`src/rtl/adc_cmd_frame_tx_if.sv`:
```
// adc_cmd_frame_tx_if
// Bundles the request/config inputs and the command-stream outputs of the
// ADC command frame encoder.
//   slave  : the encoder (takes requests and config, drives the stream)
//   master : the host side (issues requests, consumes the stream)
// Signals:
//   i_send_req/i_send_type      one-cycle send request and frame type (1..5)
//   i_cfg_chnnel/speed/enable/trig  payload sources, sampled on acceptance
//   i_cmd_ready                 downstream ready
//   o_cmd_data/len/last/valid   byte stream with constant per-frame length
//   o_busy/o_done/o_req_err     frame status and request rejection pulse
interface adc_cmd_frame_tx_if;
  logic        i_send_req;
  logic [7:0]  i_send_type;
  logic [7:0]  i_cfg_chnnel;
  logic [23:0] i_cfg_speed;
  logic        i_cfg_enable;
  logic        i_cfg_trig;
  logic        i_cmd_ready;
  logic [7:0]  o_cmd_data;
  logic [7:0]  o_cmd_len;
  logic        o_cmd_last;
  logic        o_cmd_valid;
  logic        o_busy;
  logic        o_done;
  logic        o_req_err;

  modport slave (
    input  i_send_req, i_send_type, i_cfg_chnnel, i_cfg_speed,
           i_cfg_enable, i_cfg_trig, i_cmd_ready,
    output o_cmd_data, o_cmd_len, o_cmd_last, o_cmd_valid,
           o_busy, o_done, o_req_err
  );

  modport master (
    output i_send_req, i_send_type, i_cfg_chnnel, i_cfg_speed,
           i_cfg_enable, i_cfg_trig, i_cmd_ready,
    input  o_cmd_data, o_cmd_len, o_cmd_last, o_cmd_valid,
           o_busy, o_done, o_req_err
  );
endinterface

```
`src/rtl/adc_cmd_frame_tx.sv`:
```
// adc_cmd_frame_tx
// Serialises one ADC command frame per accepted request:
//   head, type, payload length, payload bytes (1 or 3).
// All outputs are registered; a byte moves on valid & ready and the stream
// holds while ready is low.
// Ports:
//   i_clk    rising-edge clock
//   i_rst_n  asynchronous active-low reset (aborts any frame in flight)
//   bus      adc_cmd_frame_tx_if.slave: request/config in, stream/status out
module adc_cmd_frame_tx #(
  parameter logic [7:0] P_HEAD      = 8'h55,
  parameter logic [7:0] P_SEEK_BYTE = 8'h01
) (
  input  logic                    i_clk,
  input  logic                    i_rst_n,
  adc_cmd_frame_tx_if.slave       bus
);

  typedef enum logic [2:0] {
    S_IDLE,
    S_HEAD,
    S_TYPE,
    S_LEN,
    S_PAY
  } state_t;

  state_t          r_state, w_state_nxt;

  // Frame contents captured at acceptance; entry 3 is never populated and
  // only exists so the next-byte index never falls outside the array.
  logic [7:0]      r_type;
  logic [7:0]      r_len;
  logic [3:0][7:0] r_pay;
  logic [1:0]      r_idx, w_idx_nxt;

  logic [7:0]      r_data,  w_data_nxt;
  logic            r_last,  w_last_nxt;
  logic            r_valid, w_valid_nxt;
  logic            r_busy,  w_busy_nxt;
  logic            r_done,  w_done_nxt;
  logic            r_err,   w_err_nxt;

  logic            w_type_ok;
  logic            w_accept;
  logic            w_xfer;
  logic [7:0]      w_new_len;
  logic [3:0][7:0] w_new_pay;
  logic [1:0]      w_idx_inc;

  // Payload build from the live config inputs; only used on acceptance.
  always_comb begin
    w_type_ok = (bus.i_send_type >= 8'd1) && (bus.i_send_type <= 8'd5);
    w_new_len = 8'd1;
    w_new_pay = '0;
    case (bus.i_send_type)
      8'd1: w_new_pay[0] = bus.i_cfg_chnnel;
      8'd2: begin
        w_new_len    = 8'd3;
        w_new_pay[0] = bus.i_cfg_speed[23:16];
        w_new_pay[1] = bus.i_cfg_speed[15:8];
        w_new_pay[2] = bus.i_cfg_speed[7:0];
      end
      8'd3: w_new_pay[0] = {7'b0, bus.i_cfg_enable};
      8'd4: w_new_pay[0] = {7'b0, bus.i_cfg_trig};
      8'd5: w_new_pay[0] = P_SEEK_BYTE;
      default: ;
    endcase
  end

  assign w_accept  = bus.i_send_req && (r_state == S_IDLE) && w_type_ok;
  assign w_xfer    = r_valid && bus.i_cmd_ready;
  assign w_idx_inc = r_idx + 2'd1;

  // Next state and next registered outputs. Data/last only change on a
  // transfer (or on acceptance), which gives the hold-while-stalled rule.
  always_comb begin
    w_state_nxt = r_state;
    w_data_nxt  = r_data;
    w_last_nxt  = r_last;
    w_valid_nxt = r_valid;
    w_idx_nxt   = r_idx;
    w_done_nxt  = 1'b0;
    // Any request that is not accepted is an error: busy or illegal type.
    w_err_nxt   = bus.i_send_req && !w_accept;

    case (r_state)
      S_IDLE: begin
        if (w_accept) begin
          w_state_nxt = S_HEAD;
          w_data_nxt  = P_HEAD;
          w_last_nxt  = 1'b0;
          w_valid_nxt = 1'b1;
        end
      end
      S_HEAD: begin
        if (w_xfer) begin
          w_state_nxt = S_TYPE;
          w_data_nxt  = r_type;
        end
      end
      S_TYPE: begin
        if (w_xfer) begin
          w_state_nxt = S_LEN;
          w_data_nxt  = r_len;
        end
      end
      S_LEN: begin
        if (w_xfer) begin
          w_state_nxt = S_PAY;
          w_data_nxt  = r_pay[0];
          w_idx_nxt   = 2'd0;
          w_last_nxt  = (r_len == 8'd1);
        end
      end
      S_PAY: begin
        if (w_xfer) begin
          if (r_last) begin
            w_state_nxt = S_IDLE;
            w_data_nxt  = 8'd0;
            w_last_nxt  = 1'b0;
            w_valid_nxt = 1'b0;
            w_done_nxt  = 1'b1;
          end else begin
            w_idx_nxt  = w_idx_inc;
            w_data_nxt = r_pay[w_idx_inc];
            // last lands on payload byte len-1
            w_last_nxt = (({6'd0, w_idx_inc} + 8'd1) == r_len);
          end
        end
      end
      default: begin
        w_state_nxt = S_IDLE;
        w_valid_nxt = 1'b0;
        w_last_nxt  = 1'b0;
      end
    endcase

    w_busy_nxt = (w_state_nxt != S_IDLE);
  end

  always_ff @(posedge i_clk or negedge i_rst_n) begin
    if (!i_rst_n) begin
      r_state <= S_IDLE;
      r_type  <= '0;
      r_len   <= '0;
      r_pay   <= '0;
      r_idx   <= '0;
      r_data  <= '0;
      r_last  <= 1'b0;
      r_valid <= 1'b0;
      r_busy  <= 1'b0;
      r_done  <= 1'b0;
      r_err   <= 1'b0;
    end else begin
      r_state <= w_state_nxt;
      r_idx   <= w_idx_nxt;
      r_data  <= w_data_nxt;
      r_last  <= w_last_nxt;
      r_valid <= w_valid_nxt;
      r_busy  <= w_busy_nxt;
      r_done  <= w_done_nxt;
      r_err   <= w_err_nxt;
      if (w_accept) begin
        r_type <= bus.i_send_type;
        r_len  <= w_new_len;
        r_pay  <= w_new_pay;
      end
    end
  end

  assign bus.o_cmd_data  = r_data;
  assign bus.o_cmd_len   = r_len;
  assign bus.o_cmd_last  = r_last;
  assign bus.o_cmd_valid = r_valid;
  assign bus.o_busy      = r_busy;
  assign bus.o_done      = r_done;
  assign bus.o_req_err   = r_err;

endmodule

```
`src/flat_wrapper.sv`:
```
// flat-port wrapper written by rule: the top's interface ports become plain ports
module adc_cmd_frame_tx_flat 
#(
  parameter logic [7:0] P_HEAD      = 8'h55,
  parameter logic [7:0] P_SEEK_BYTE = 8'h01
)
  (i_clk, i_rst_n, bus_i_send_req, bus_i_send_type, bus_i_cfg_chnnel, bus_i_cfg_speed, bus_i_cfg_enable, bus_i_cfg_trig, bus_i_cmd_ready, bus_o_cmd_data, bus_o_cmd_len, bus_o_cmd_last, bus_o_cmd_valid, bus_o_busy, bus_o_done, bus_o_req_err);
  adc_cmd_frame_tx_if bus_i ();
  input  logic i_clk;
  input  logic i_rst_n;
  input wire logic [$bits(bus_i.i_send_req)-1:0] bus_i_send_req;
  input wire logic [$bits(bus_i.i_send_type)-1:0] bus_i_send_type;
  input wire logic [$bits(bus_i.i_cfg_chnnel)-1:0] bus_i_cfg_chnnel;
  input wire logic [$bits(bus_i.i_cfg_speed)-1:0] bus_i_cfg_speed;
  input wire logic [$bits(bus_i.i_cfg_enable)-1:0] bus_i_cfg_enable;
  input wire logic [$bits(bus_i.i_cfg_trig)-1:0] bus_i_cfg_trig;
  input wire logic [$bits(bus_i.i_cmd_ready)-1:0] bus_i_cmd_ready;
  output wire logic [$bits(bus_i.o_cmd_data)-1:0] bus_o_cmd_data;
  output wire logic [$bits(bus_i.o_cmd_len)-1:0] bus_o_cmd_len;
  output wire logic [$bits(bus_i.o_cmd_last)-1:0] bus_o_cmd_last;
  output wire logic [$bits(bus_i.o_cmd_valid)-1:0] bus_o_cmd_valid;
  output wire logic [$bits(bus_i.o_busy)-1:0] bus_o_busy;
  output wire logic [$bits(bus_i.o_done)-1:0] bus_o_done;
  output wire logic [$bits(bus_i.o_req_err)-1:0] bus_o_req_err;
  assign bus_i.i_send_req = bus_i_send_req;
  assign bus_i.i_send_type = bus_i_send_type;
  assign bus_i.i_cfg_chnnel = bus_i_cfg_chnnel;
  assign bus_i.i_cfg_speed = bus_i_cfg_speed;
  assign bus_i.i_cfg_enable = bus_i_cfg_enable;
  assign bus_i.i_cfg_trig = bus_i_cfg_trig;
  assign bus_i.i_cmd_ready = bus_i_cmd_ready;
  assign bus_o_cmd_data = bus_i.o_cmd_data;
  assign bus_o_cmd_len = bus_i.o_cmd_len;
  assign bus_o_cmd_last = bus_i.o_cmd_last;
  assign bus_o_cmd_valid = bus_i.o_cmd_valid;
  assign bus_o_busy = bus_i.o_busy;
  assign bus_o_done = bus_i.o_done;
  assign bus_o_req_err = bus_i.o_req_err;
  adc_cmd_frame_tx #(.P_HEAD(P_HEAD), .P_SEEK_BYTE(P_SEEK_BYTE)) u_core (.i_clk(i_clk), .i_rst_n(i_rst_n), .bus(bus_i));
endmodule
```
`config.mk`:
```
export PLATFORM = sky130hd
export DESIGN_NAME = adc_cmd_frame_tx_flat
export DESIGN_NICKNAME = d
export VERILOG_FILES = /design/src/rtl/adc_cmd_frame_tx_if.sv /design/src/rtl/adc_cmd_frame_tx.sv /design/src/flat_wrapper.sv
export SDC_FILE = /design/constraint.sdc
export NUM_CORES = 1
export LEC_CHECK = 0
export ABC_AREA = 1
export BUFFER_PORTS_ARGS = -buffer_cell sky130_fd_sc_hd__buf_2
export CAP_MARGIN = 20
export CORE_MARGIN = 2
export CORE_UTILIZATION = 50
export DETAILED_ROUTE_END_ITERATION = 8
export PLACE_DENSITY = 0.79
export SLEW_MARGIN = 20
export SYNTH_ARGS = -nofsm -noshare
export SYNTH_HDL_FRONTEND = slang
export SYNTH_SLANG_ARGS = --single-unit
export TNS_END_PERCENT = 30
```
`constraint.sdc`:
```
create_clock -name i_clk -period 2 [get_ports i_clk]
set_input_delay 0.4 -clock i_clk [delete_from_list [all_inputs] [get_ports i_clk]]
set_output_delay 0.4 -clock i_clk [all_outputs]
set_load 0.02 [all_outputs]
```
==> flow_metrics.tcl <==
set metrics [dict create \
    rsz0062_at_grt "false" \
    avgSynthCellArea_um2 7.30 \
    max_freq_mhz 592 \
    dp.cells 518 \
    period_needed_ns 1.69 \
    place_area_mm2 0.00322 \
    row_count 27 \
    finalCritPeriodShare_pct 84.5 \
    synth_top_area_cell "dfrtp_1" \
    synthesis.area_mm2 0.00288 \
    critical_path_class "reg2reg" \
    clkSinkCount 52 \
    cp-start-kind "flop" \
    ys_warn_count 0 \
    yosysSeqAreaShare_pct 45.2 \
    clkLatencyLatePin_ns 0.31 \
    post_cts_buffers 0 \
    worstPathArrival_ns 1.94 \
    grt_pass1_vias 2324 \
    synthTopCellsByArea "dfrtp_1 (45%), nand2_1 (16%), nand3_1 (8.0%)" \
    grt_usage_pct 21.2 \
    gp_congestion 0.923 \
    fin_tns_setup_ns 0 \
    cpPeakStageDelay_ns 0.49 \
    cts_buffer_depth 2 \
    nets 500 \
    cts_tree "done" \
    hold_ws_ns 0.0217 \
    route.antenna.remaining_nets 0 \
    drtIter0Drc 229 \
    die_h_um 79.9 \
    p_per_area_mw_per_mm2 915 \
    layout_commonest_cell "nand2_1" \
    synthDistinctLibCells 28 \
    grt-ovfl-total 0 \
    drc_errors 0 \
    ir_worst_vdd_uv 381 \
    status "complete, no violations" \
    cts_root_buf "clkbuf_8" \
    first_pass_iters 4 \
    initial_core_util_pct 51.9 \
    drive_above_1_share_pct 19.6 \
    worstPathMaxFanout 10 \
    core-area_mm2 0.00554 \
    cp.required_ns 2.25 \
    final_cell_mix "nand2_1 (123), buf_2 (60), dfrtp_1 (52), inv_1 (46), nand3_1 (46)" \
    cts_max_level 2 \
    syn_inst 394 \
    min_path_type "in2async" \
    postLayoutCoreUtil_pct 59.8 \
    grt_pass1_wl_mm 10.7 \
    cts_buffers 5 \
    max_cap_violations 0 \
    avgViaCountPerCell 4.94 \
    setup_viol 0 \
    hold_viol 0 \
    grt_max_degree 33 \
    die_x_um 79.9 \
    slew_viol_final 0 \
    crit_slowest_cell "dfrtp_1" \
    io_pins 67 \
    cp_top_family "simple AND/OR/NAND/NOR gates" \
    path_clk_slew_ns 0.10 \
    cpMostUsedCell "nand2_1" \
    ys_ff_latch 52 \
    final_area_mm2 0.00331 \
    avgRoutedWirePerCell_um 11.8 \
    antenna_found_initial 0 \
    vias 2597 \
    power_leakage_uw 0.00180 \
    num_antenna_cells 0 \
    instances_no_fill 526 \
    die_area_mm2 0.00638 \
    cp-end-kind "flop" \
    synth_top_area_share_pct 45.2 \
    timing.critical_path.buf_inv 1 \
    drt-total-wl_mm 6.23 \
    crit_chain "inv_1, ha_1, nor2_2, nand2_1, o21ai_0, nand2_1, nand3_1, nand2_1, nand2_1" \
    place_hpwl_mm 4.93 \
    fin_worst_skew_ns 0.0108 \
    synthToLayoutAreaGrowth_pct 15.1 \
    portBuffers 60 \
]
per-layer routing:
metal	share of wire, %	wire [um]	GRT usage, %	vias up
met5	0	0	0	-
met4	1.1	68	5.08	0
met3	5.4	338	2.71	7
met2	46	2890	33.6	78
met1	47	2930	31.0	1159
li1	-	-	-	1353
Yosys cell counts:
cell      count
clkinv_1      1
nand3_2       2
nand2_2       1
conb_1        1
a22oi_1       3
nand3_4       1
o211ai_1      1
clkbuf_1      1
inv_2         1
buf_4         9
o21ai_0      33
nand3b_1      1
a21oi_1       6
dfrtp_1      52
buf_1         1
nor2_4        5
buf_2         8
nand3_1      46
ha_1          1
nand2_4       2
nor2_1       29
nand4_1       2
o21a_1        1
clkbuf_2      1
clkinv_4      1
nand2_1     123
o21ai_1      15
inv_1        46
worst paths after layout:
| path | to | slack [ns] | startpoint | cells past startpoint |
|---|---|---|---|---|
| worst max-delay path | u_core.bus.o_cmd_data[4] | 0.31 | u_core.r_idx[0] | 9 |
| worst min-delay path | u_core.bus.o_busy | 0.02 | i_rst_n | 1 |
| worst max register to register | u_core.bus.o_cmd_data[4] | 0.31 | u_core.r_idx[0] | 9 |
| worst min register to register | u_core.r_type[6] | 0.48 | u_core.r_type[6] | 2 |
| max in group asynchronous | u_core.r_pay[0] | 1.37 | i_rst_n | 2 |
| min in group i_clk | u_core.bus.o_req_err | 0.29 | bus_i_send_req | 3 |
cell type report:
class                   instances  area (um2)
fillers                       533        2230
flip-flops and latches         52        1300
multi-input cells             278        1290
repair buffers                 67         353
inverters                      49         189
well taps                      72        90.1
clock buffers                   5        68.8
clock inverters                 3        22.5
worst reg2reg max path: cells and delay by family, from the launching register on:
family	cells	cell delay, ns
AND/OR/NAND/NOR	6	0.61
buffers and inverters	1	0.09
AO/OA/AOI/OAI	1	0.08
flip-flops	1	0.49
adder cells (fa/ha/maj)	1	0.36
registers in the layout (all words and copies together) (netlist names):
name / flops
u_core.bus.o_cmd_len: 2
u_core.bus.o_req_err: 1
u_core.bus.o_busy: 1
u_core.bus.o_done: 1
u_core.bus.o_cmd_valid: 1
u_core.r_idx: 2
u_core.r_state: 3
u_core.r_pay: 24
u_core.bus.o_cmd_last: 1
u_core.r_type: 8
u_core.bus.o_cmd_data: 8
metrics by stage:
stage	worst slack, ns	power (uW)
finish	0.310	3030
global route	0.116	3260
CTS	0.213	3040
detailed placement	0.235	2430
global placement	0.308	2410
floorplan	0.261	2120
report_power, final:
group	internal [uW]	leakage, uW	switching [uW]
Clock	251	0.0000485	361
Sequential	1200	0.000675	110
Combinational	379	0.00108	731
logic make-up after synthesis:
family | Yosys count | share of synthesized area (%)
buffers and inverters | 69 | 10.7
and+or+nand+nor | 212 | 32.8
other | 1 | 0.130
AOI/OAI and AO/OA | 59 | 10.7
DFF | 52 | 45.2
adders and majority gates | 1 | 0.435
timing repair:
| action | CTS | global route |
|---|---|---|
| hold buffers | 0 | 0 |
| endpoints found under the hold margin | 0 | 0 |
| setup endpoints to repair | 0 | 3 |
| resized for setup | 0 | 1 |
Power figures use the tool's default switching activity.
